$ cat config.mk
export PLATFORM = sky130hd
export DESIGN_NAME = dna_pattern_scanner
export DESIGN_NICKNAME = d
export VERILOG_FILES = /design/src/rtl/dna_pattern_scanner.sv
export SDC_FILE = /design/constraint.sdc
export NUM_CORES = 1
export LEC_CHECK = 0
export BUFFER_PORTS_ARGS = -buffer_cell sky130_fd_sc_hd__buf_2
export CAP_MARGIN = 20
export CELL_PAD_IN_SITES_DETAIL_PLACEMENT = 0
export CELL_PAD_IN_SITES_GLOBAL_PLACEMENT = 1
export CORE_MARGIN = 2
export CORE_UTILIZATION = 46
export DETAILED_ROUTE_END_ITERATION = 7
export PLACE_DENSITY = 0.85
export SYNTH_ARGS = -nofsm -noshare
export SYNTH_HDL_FRONTEND = slang
export SYNTH_SLANG_ARGS = --single-unit
$ cat constraint.sdc
create_clock -name clk -period 3.9 [get_ports clk]
set_clock_uncertainty 0.05 [all_clocks]
set_input_delay 0.195 -clock clk [delete_from_list [all_inputs] [get_ports clk]]
set_output_delay 0.195 -clock clk [all_outputs]
set_load 0.02 [all_outputs]
$ cat src/rtl/dna_pattern_scanner.sv
// dna_pattern_scanner: accepts nucleotide button presses (A, C, G, T), keeps a
// PAT_LEN-deep history and pulses match whenever the latest PAT_LEN symbols equal
// the loaded target pattern. It also tracks sticky mutant/super_mutant flags and a
// saturating match counter.
//
// Optional feature: define DNA_DEBOUNCE_EN to insert a DEB_CYCLES stable-level
// filter after each button's two-flop synchronizer.
//
// Symbol encoding: A=00, C=01, G=10, T=11. Nucleotide 0 (oldest) sits in bits [1:0].
module dna_pattern_scanner #(
    parameter int unsigned PAT_LEN      = 4,
    parameter int unsigned CNT_W        = 8,
    parameter int unsigned SUPER_THRESH = 3,
    parameter int unsigned DEB_CYCLES   = 4
) (
    input  logic                 clk,
    input  logic                 reset,
    input  logic                 A,
    input  logic                 G,
    input  logic                 C,
    input  logic                 T,
    input  logic                 pat_load,
    input  logic [2*PAT_LEN-1:0] pat_data,
    output logic                 match,
    output logic                 mutant,
    output logic                 super_mutant,
    output logic [CNT_W-1:0]     match_count,
    output logic [3:0]           fill,
    output logic                 sym_err
);

    localparam int unsigned HW = 2 * PAT_LEN;

    typedef enum logic [1:0] {
        StEmpty,
        StFilling,
        StArmed
    } state_e;

    // Button vector indexed by symbol code: bit 0 = A, 1 = C, 2 = G, 3 = T.
    logic [3:0] raw;
    assign raw = {T, G, C, A};

    logic [3:0] sync1_q, sync2_q;
    logic [3:0] cond;
    logic [3:0] prev_q;
    logic [3:0] rise;

    // Two-flop synchronizer. The flops reset to "pressed" so that a button held
    // through reset never looks like a fresh rising edge.
    always_ff @(posedge clk) begin
        if (reset) begin
            sync1_q <= '1;
            sync2_q <= '1;
        end else begin
            sync1_q <= raw;
            sync2_q <= sync1_q;
        end
    end

`ifdef DNA_DEBOUNCE_EN
    localparam int unsigned DCW = (DEB_CYCLES > 1) ? $clog2(DEB_CYCLES) : 1;

    logic [3:0]     deb_q;
    logic [DCW-1:0] deb_cnt_q [4];

    // Stable-level filter: the output follows the synchronized level only after it
    // has differed from the current output for DEB_CYCLES consecutive cycles.
    always_ff @(posedge clk) begin
        if (reset) begin
            deb_q <= '1;
            for (int i = 0; i < 4; i++) begin
                deb_cnt_q[i] <= '0;
            end
        end else begin
            for (int i = 0; i < 4; i++) begin
                if (sync2_q[i] != deb_q[i]) begin
                    if (deb_cnt_q[i] == DCW'(DEB_CYCLES - 1)) begin
                        deb_q[i]     <= sync2_q[i];
                        deb_cnt_q[i] <= '0;
                    end else begin
                        deb_cnt_q[i] <= deb_cnt_q[i] + DCW'(1);
                    end
                end else begin
                    deb_cnt_q[i] <= '0;
                end
            end
        end
    end

    assign cond = deb_q;
`else
    assign cond = sync2_q;
`endif

    // Previous conditioned level for rising-edge detection. Reset high for the
    // same reason as the synchronizer.
    always_ff @(posedge clk) begin
        if (reset) begin
            prev_q <= '1;
        end else begin
            prev_q <= cond;
        end
    end

    assign rise = cond & ~prev_q;

    logic       one_rise;
    logic [1:0] sym;
    logic       accept;
    logic       reject;

    // Decode a single rising edge into a symbol; acceptance also needs every
    // other button to be released.
    always_comb begin
        one_rise = 1'b0;
        sym      = 2'b00;
        unique case (rise)
            4'b0001: begin one_rise = 1'b1; sym = 2'b00; end
            4'b0010: begin one_rise = 1'b1; sym = 2'b01; end
            4'b0100: begin one_rise = 1'b1; sym = 2'b10; end
            4'b1000: begin one_rise = 1'b1; sym = 2'b11; end
            default: begin one_rise = 1'b0; sym = 2'b00; end
        endcase
        accept = one_rise && (cond == rise);
        reject = (|rise) && !accept;
    end

    state_e           state_q, state_d;
    logic [HW-1:0]    pat_q, pat_d;
    logic [HW-1:0]    hist_q, hist_d;
    logic [3:0]       fill_q, fill_d;
    logic [CNT_W-1:0] count_q, count_d;
    logic             match_q, match_d;
    logic             mutant_q, mutant_d;
    logic             super_q, super_d;
    logic             sym_err_q, sym_err_d;

    // Sequencer next state: pattern load wins over any button activity, otherwise
    // an accepted symbol shifts in, advances fill and is compared once armed.
    always_comb begin
        state_d   = state_q;
        pat_d     = pat_q;
        hist_d    = hist_q;
        fill_d    = fill_q;
        count_d   = count_q;
        match_d   = 1'b0;
        mutant_d  = mutant_q;
        super_d   = super_q;
        sym_err_d = 1'b0;

        if (pat_load) begin
            pat_d    = pat_data;
            hist_d   = '0;
            fill_d   = '0;
            count_d  = '0;
            mutant_d = 1'b0;
            super_d  = 1'b0;
            state_d  = StEmpty;
        end else begin
            sym_err_d = reject;
            if (accept) begin
                hist_d = {sym, hist_q[HW-1:2]};
                unique case (state_q)
                    StEmpty: begin
                        fill_d  = 4'd1;
                        state_d = StFilling;
                    end
                    StFilling: begin
                        fill_d  = fill_q + 4'd1;
                        state_d = (fill_d == 4'(PAT_LEN)) ? StArmed : StFilling;
                    end
                    StArmed: begin
                        fill_d  = fill_q;
                        state_d = StArmed;
                    end
                    default: begin
                        fill_d  = '0;
                        state_d = StEmpty;
                    end
                endcase

                if (state_d == StArmed && hist_d == pat_q) begin
                    match_d  = 1'b1;
                    mutant_d = 1'b1;
                    if (count_q != '1) begin
                        count_d = count_q + CNT_W'(1);
                    end
                    if (count_d >= CNT_W'(SUPER_THRESH)) begin
                        super_d = 1'b1;
                    end
                end
            end
        end
    end

    // State register; reset clears everything including the pattern (all A).
    always_ff @(posedge clk) begin
        if (reset) begin
            state_q   <= StEmpty;
            pat_q     <= '0;
            hist_q    <= '0;
            fill_q    <= '0;
            count_q   <= '0;
            match_q   <= 1'b0;
            mutant_q  <= 1'b0;
            super_q   <= 1'b0;
            sym_err_q <= 1'b0;
        end else begin
            state_q   <= state_d;
            pat_q     <= pat_d;
            hist_q    <= hist_d;
            fill_q    <= fill_d;
            count_q   <= count_d;
            match_q   <= match_d;
            mutant_q  <= mutant_d;
            super_q   <= super_d;
            sym_err_q <= sym_err_d;
        end
    end

    assign match        = match_q;
    assign mutant       = mutant_q;
    assign super_mutant = super_q;
    assign match_count  = count_q;
    assign fill         = fill_q;
    assign sym_err      = sym_err_q;

endmodule

### Word-level counts from Yosys, hierarchy flattened

Cells that the tools add are included.

| operators by class | value |
|---|---|
| add/sub/neg operators | 2 |
| multiply operators | 0 |
| div/mod/pow operators | 0 |
| magnitude comparators | 1 |
| eq/ne operators | 11 |
| shift-type cells | 0 |
| muxes and demuxes | 12 |
| bitwise operators | 4 |
| reductions and logical operators | 12 |

Operators with widths:

| kind | count |
|---|---|
| 8-bit two-way mux | 4 |
| 2-bit case mux with 3 select lines | 2 |
| 4-bit case mux with 3 select lines | 1 |
| 8-bit by 1-bit adder with 8-bit output (second input constant) | 1 |
| 4-bit by 3-bit == test with 1-bit output (second input constant) | 2 |
| 8-bit == test | 1 |
| 8-bit by 2-bit greater-or-equal comparator with 1-bit output (second input constant) | 1 |
| 8-bit != test (second input constant) | 1 |
| 4-bit OR reduction | 2 |
| 2-bit two-way mux | 3 |
| 4-bit by 1-bit adder with 4-bit output (second input constant) | 1 |
| 4-bit bitwise AND | 1 |
| 2-bit == test (second input constant) | 2 |
| 4-bit by 1-bit == test with 1-bit output (second input constant) | 1 |
| 4-bit by 2-bit == test with 1-bit output (second input constant) | 1 |
| 4-bit == test | 1 |
| 4-bit == test (second input constant) | 1 |
| 4-bit inverter | 1 |
| 2-bit AND reduction | 2 |
| 1-bit logical AND | 3 |
| 3-bit AND reduction | 1 |
| 3-bit OR reduction | 1 |
| 2-bit by 1-bit == test with 1-bit output (second input constant) | 1 |
| 2-bit logical NOT | 1 |
| 4 further kinds | 6 |

| storage, ports and cells | value |
|---|---|
| register bits after elaboration | 46 |
| bits in latches | 0 |
| memory bits (writable) | 0 |
| ROM bits | 0 |
| input port bits | 15 |
| output and inout bits | 16 |
| logic and storage cells | 54 |
| memories kept | 0 |

### Longest topological paths before layout

Gate-level depths: netlist of run 1.

| depth | value |
|---|---|
| depth in word-level cells | 15 |
| depth in mapped cells | 7 |
| mapped depth without buffers | 7 |

### Worst setup path after synthesis of run 1

Ideal clock, no wire load.

| timing | value |
|---|---|
| kind | register -> register |
| start | register count_q[0] (netlist: match_count[0]) |
| end | register super_q (netlist: super_mutant) |
| library setup time | 116 ps |
| arrival time | 1957 ps |
| data required time | 3734 ps |
| slack | 1776 ps |
| cell stages (with the launch flop) | 8 |
| path buffers | 0 |
| clock period less this slack | 2124 ps |
| cell sequence | dfxtp_1 -> ha_1 -> nand2_1 -> or3_1 -> nand2_1 -> o22ai_1 -> or4_1 -> o211a_1 |

| between the ends | value |
|---|---|
| word-level cells in the longest chain between the ends | 7 |
| elaborated cells on any way between the ends | 8 |
| those cells by class | add/sub: 1; order compare: 1; eq/ne: 1; mux: 4; reduce/logical: 1 |

Ends and longest elaborated chain:

| element | RTL line | source |
|---|---|---|
| from (decl) | 133 | `logic [CNT_W-1:0] count_q, count_d;` |
| from (signal assigned) | 214 | `count_q <= count_d;` |
| 8-bit by 1-bit adder with 8-bit output or 8-bit != test (tied branches) | 187, 186 |  |
| 8-bit two-way mux * | 186 | `if (count_q != '1) begin` |
| 8-bit two-way mux * | 183 | `if (state_d == StArmed && hist_d == pat_q) begin` |
| 8-bit two-way mux * | 162 | `if (accept) begin` |
| 8-bit two-way mux * | 152 | `if (pat_load) begin` |
| 8-bit by 2-bit greater-or-equal comparator with 1-bit output * | 189 | `if (count_d >= CNT_W'(SUPER_THRESH)) begin` |
| 3-bit AND reduction (no source line) * | n/a |  |
| to (signal assigned) | 217 | `super_q <= super_d;` |
| to (decl) | 136 | `logic super_q, super_d;` |

Mark *: on every way between the ends. The rest lies on a longest branch, timed or not. The select of a mux whose other input is x is not followed.
A chain may end at the register's enable or synchronous reset.

### Final worst setup path of run 1

Ends and elaborated chain as after synthesis.

==> results.md, run 1 <==
- Run status: finished clean
- Top cells by area, synth: dfxtp_1 (40%), mux2i_1 (7.8%), nor2_1 (4.5%)
- Row count: 25
- Non-Filler Instances: 325
- Starting Density: 47.0%
- Total congestion overflow: 0
- DP Cell Count: 317
- PD cells: 347 nW/um2
- Post-cts sizing count: 0
- Number of setup violations in the final report: 0
- Die area: 5330 um2
- GRT met1 Usage: 23.2%
- Post-Syn Area: 2190 um2
- Via count: 1791
- CTS Buf Count: 5
- Reg clk slew, reported paths: 80 ps
- Net count, final: 288
- Top cell type's share of synthesized area: 40.3%
- Final HPWL DP: 3130 um
- Tmin final: 2170 ps
- Post-synth EDFFs: 0
- Synth cell count leaders: dfxtp_1 (44), nor2_1 (26), nand2_1 (22), mux2i_1 (17), or2_2 (15)
- Drt wl/cell: 13.5 um
- Number of remaining DRC errors: 0
- Design Area, Final: 2480 um2
- Yosys reg bits: 44
- Root Buffer: clkbuf_8
- Pin count of the biggest net entering global routing: 25
- Syn nets: 260
- CP Capture Type: register
- Cell Int Power: 0.672 mW
- Initial antenna violation count: 0
- Critical Path AT: 2310 ps
- Iter 0 DRT Violations: 158
- Worst-margin pin slew: 884 ps
- TNS Setup: 0 ps
- Top FF cell, synth: dfxtp_1
- Met3 Use GR: 4.42%
- Syn avg cell area: 9.04 um2
- Most common cell on crit path: nand2_1
- Final hold violation count: 0
- Hold crit path type: in2reg
- CTS tree: built
- Sw Ratio: 21.8%
- Htree depth: 2
- Area taken by multi-input logic gates: 1270 um2
- N_diodes: 0
- Grt peak-use layer: met2
- Crit Path Category: reg2reg
- Worst path max stage delay: 470 ps
- Startpoint types: register
- CTS Buffer Depth: 2
- Rel. slew slack: 40.9%
- Synth cell types: 61
- Fin crit share: 55.6%
- Core area: 4660 um2
- Area Overhead vs Synth: 13.2%
- Warnings from Yosys: 0
- CTS Sinks: 44
- Setup Fix Bufs, Post-CTS: 0
- Max Cap Viol: 0
- Count leader, synth: dfxtp_1
- Hold Buf Count CTS: 0
- Worst Path Max Fanout: 7
- Post-Place Cell Area: 2370 um2
- Final GP Congestion: 0.807
- Asr flop ratio synth: 0%
- Synth Instances: 242
- Achievable Freq: 461 MHz
- Io pins: 31
- GRT Total Usage: 17.6%
- Share of post-route cells with drive strength above 1: 24.7%
- First drt pass iteration count: 4
- Drt total wl: 4390 um
- Via density: 5.51
- Latest clock arrival within the worst-skew pair: 290 ps
- Vias in the first global route: 1622
- Switch Pwr: 0.188 mW
- Leakage: 1.04 nW
- IO Port Bufs: 30
- Critical path's slowest cell: or3_1
- Slew Limit Fails: 0
- Antenna Nets Post-Route: 0
- First-pass GRT wire length: 7270 um
- Seq pwr share: 54.2%
- Die height: 73.0 um
- Worst path cell trace: ha_1 > nand2_1 > or3_1 > nand2_1 > o22ai_1 > or4_1 > o211a_1
- Seq/Total Area, Yosys: 40.3%
- Register area: 881 um2
- Die X: 73.0 um
- Peak supply drop: 208 uV
- Critical Path RT: 4050 ps
- Met2 capacity usage during global routing: 27.5%
- Clock share of power: 39.8%
- FILL cells: 432
- RSZ-0062 raised after global routing: false
- Logic pwr share: 6.1%
- Synth area leader: dfxtp_1
sequential cells by signal, indices dropped and copies added (netlist names), 2 cells and up:
name         cells
state_q          2
prev_q           4
hist_q           6
cond             4
fill             4
match_count      8
pat_q            8
sync1_q          4
critical path: cells and delay by family (launching register included):
| kind | cells | cell delay [ps] |
|---|---|---|
| AOI/OAI and AO/OA | 2 | 200 |
| adders and majority gates | 1 | 310 |
| DFF | 1 | 440 |
| and+or+nand+nor | 4 | 1070 |
metal layers:
metal / share of wire (%) / up-vias
met4: 2.0 / 0
met5: 0 / -
met2: 45 / 36
li1: - / 927
met3: 3.7 / 9
met1: 49 / 819
power by group through the flow:
stage               registers, mW  logic (mW)  clock network, mW
global placement            0.476      0.0520                  0
global route                0.467      0.0579              0.373
finish                      0.466      0.0521              0.342
detailed placement          0.477      0.0526                  0
floorplan                   0.475      0.0380                  0
CTS                         0.466      0.0528              0.351
cell type report:
class                      instances  share of cell area [%]
clock buffer                       6                    2.93
tap                               54                    2.73
clock inverter                     2                    1.41
multi-input combinational        188                    51.1
timing repair buffer              30                    6.06
inverter                           1                   0.152
sequential                        44                    35.6
per-stage QoR:
step / hold WS, ps / worst slack (ps) / total power [mW] / utilization, %
6_report: 30.4 / 1730 / 0.860 / 53.1
5_1_grt: 18.3 / 1600 / 0.898 / 53.1
4_1_cts: 21.1 / 1750 / 0.870 / 53.1
3_5_place_dp: 330 / 1770 / 0.529 / 50.8
3_3_place_gp: 327 / 1830 / 0.528 / 50.8
2_1_floorplan: 249 / 1780 / 0.513 / -
cell usage in the layout, fill, tap and decap left out, drive strengths merged, types with 6 or more instances in the layout:
master / count
buf: 30
clkbuf: 6
dfxtp: 44
mux2i: 17
nand2: 22
nand2b: 8
nand3: 6
nor2: 27
o21ai: 10
or2: 15
or3: 6
xnor2: 6
kinds of logic (layout without fill, tap and decap cells):
kind of cell,Yosys count,in the layout,synth area share [%]
simple gates,116,116,29.6
flops,44,44,40.3
compound gates,42,42,14.4
mux,18,18,8.29
buf+inv,10,39,1.89
xor+xnor,9,9,3.95
fa+ha+maj,3,3,1.72
path summary, 6_finish.rpt:
path / startpoint / slack [ps] / end / cells past startpoint
setup reg to reg: match_count[0]$_SDFFE_PP0P_ / 1730 / super_mutant$_SDFFE_PP0P_ / 7
hold reg to reg: sync1_q[3]$_SDFF_PP1_ / 360 / cond[3]$_SDFF_PP1_ / 1
hold / removal: G / 30 / sync1_q[2]$_SDFF_PP1_ / 2
setup / recovery: match_count[0]$_SDFFE_PP0P_ / 1730 / super_mutant$_SDFFE_PP0P_ / 7
Note: power is estimated with default switching activity, not from simulation.
==> run 2: changes to the inputs <==
Settings changed: CORE_UTILIZATION 46 to 39, PLACE_DENSITY 0.85 to 0.77.
Clock period 3.9 ns to 1.8 ns, I/O delays scaled along.
==> results.md, run 2 (synthesis gave the netlist of run 1 again) <==
- Most frequent cells in the layout: buf_4 (37), dfxtp_1 (30), buf_2 (30)
- TNS Setup: -138 ps (-138 ps)
- CTS Sinks: 44 (unchanged)
- Total congestion overflow: 0 (unchanged)
- Setup ws final: -50.9 ps (-1780 ps)
- Die area: 6230 um2 (+17%)
- Critical Path RT: 1980 ps (-2070 ps)
- Fin crit share: 103% (+47 points)
- Via density: 5.09 (-7.6%)
- Die height: 78.9 um (+8.1%)
- Core area: 5470 um2 (+17%)
- Number of remaining DRC errors: 0 (unchanged)
- Crit Path Category: reg2reg
- Critical Path AT: 2030 ps (-280 ps)
- Slew Limit Fails: 0 (unchanged)
- First-pass GRT wire length: 8570 um (+18%)
- Leakage: 1.33 nW (+27%)
- Via count: 1991 (+11%)
- Peak supply drop: 477 uV (+130%)
- Root Buffer: clkbuf_8
- Drt total wl: 5040 um (+15%)
- CTS Buffer Depth: 2 (unchanged)
- Worst-margin pin slew: 878 ps (-6.00 ps)
- Latest clock arrival within the worst-skew pair: 290 ps (about the same)
- First drt pass iteration count: 4 (unchanged)
- CP Capture Type: register
- Buffer and inverter count on the worst path: 0 (unchanged)
- Fin util: 56.3% (+3.2 points)
- Reg clk slew, reported paths: 80 ps (about the same)
- Area Overhead vs Synth: 40.9%
- Non-Filler Instances: 391 (+20%)
- Net count, final: 337 (+17%)
- CTS Buf Count: 5 (unchanged)
- Worst path max stage delay: 370 ps (-100 ps)
- Die X: 78.9 um (+8.1%)
- Vias in the first global route: 1874 (+16%)
- Critical path's slowest cell: nor4b_4
- Io pins: 31 (unchanged)
- Starting Density: 40.0% (-7.0 points)
- RSZ-0062 raised after global routing: true
- Startpoint types: register
- Tmin final: 1850 ps (-318 ps)
- PD cells: 649 nW/um2 (+87%)
- CP top delay family: simple AND/OR/NAND/NOR gates
- DP Cell Count: 369 (+16%)
- Failing checks: negative setup slack
- Drt wl/cell: 12.9 um (-4.5%)
- Run status: finished with violations
- Antenna Nets Post-Route: 0 (unchanged)
- Worst Path Max Fanout: 6 (-1)
- Max Cap Viol: 0 (unchanged)
- Achievable Freq: 540 MHz (+17%)
- Row count: 27 (+8.0%)
- Iter 0 DRT Violations: 94 (-41%)
- Rel. slew slack: 41.3% (+0.40 points)
- CTS tree: built
- Post-Place Setup Slack: -149 ps (-1910 ps)
- Commonest non-fill, non-tap cell in the layout: buf_4
- Final hold violation count: 0 (unchanged)
- Initial antenna violation count: 0 (unchanged)
- Pin count of the biggest net entering global routing: 18 (-28%)
- Total power: 2.00 mW (+130%)
- Final GP Congestion: 0.823 (+2.0%)
- GRT Total Usage: 17.3% (-0.30 points)
- Final HPWL DP: 3590 um (+15%)
- N_diodes: 0 (unchanged)
- Share of post-route cells with drive strength above 1: 43.3% (+19 points)
- Hold crit path type: in2reg
- IO Port Bufs: 30 (unchanged)
- Number of setup violations in the final report: 5 (+5)
- Worst path cell trace: and2b_2 > xnor2_4 > and4_4 > o211ai_4 > nor4b_4 > mux2i_1
- Htree depth: 2 (unchanged)
==> run 2: changes by cell type in the layout (fill, tap and decap cells not counted), sizes merged <==
cell	before	now
clkinv	1	0
dlygate4sd3	0	12
buf	30	67
==> run 2: where the power goes <==
group	total [mW]	internal, mW	switching, mW
Clock	0.826	0.490	0.335
Sequential	1.01	0.994	0.0161
Combinational	0.164	0.0837	0.0802
==> run 2: layer usage <==
layer	share of wire, %	GRT usage [%]
met2	48	30.2
met1	47	21.2
met4	2.3	6.21
met5	0	0
met3	3.3	3.41
==> run 2: final cells by class <==
class | count | area [um2]
Inverter | 1 | 3.75
Sequential cell | 44 | 901
Timing Repair Buffer | 79 | 548
Fill cell | 513 | 2390
Clock buffer | 6 | 93.8
Multi-Input combinational cell | 188 | 1420
Clock inverter | 1 | 30.0
Tap cell | 72 | 90.1
==> run 2: path summary, 6_finish.rpt <==
kind	slack (ps)	depth (start not counted)	to	start
hold reg to reg	360	1	cond[0]$_SDFF_PP1_	sync1_q[0]$_SDFF_PP1_
hold / removal	20	2	pat_q[6]$_SDFFE_PP0P_	reset
setup reg to reg	-50	6	match_count[1]$_SDFFE_PP0P_	prev_q[2]$_SDFF_PP1_
setup / recovery	-50	6	match_count[1]$_SDFFE_PP0P_	prev_q[2]$_SDFF_PP1_
==> run 2: metrics by stage <==
step / hold WS (ps) / area (um2)
3_3_place_gp: 223 / 2670
4_1_cts: 20.0 / 3050
6_report: 24.2 / 3080
2_1_floorplan: 144 / 2210
5_1_grt: 17.0 / 3080
3_5_place_dp: 224 / 2670
==> run 2: repair_timing <==
action | in CTS | in global routing
endpoints found under the setup margin | 16 | 18
resized for setup | 26 | 7
hold endpoints to repair | 12 | 0
hold buffers | 12 | 0
pin swaps | 13 | 5
buffers inserted | 3 | 0
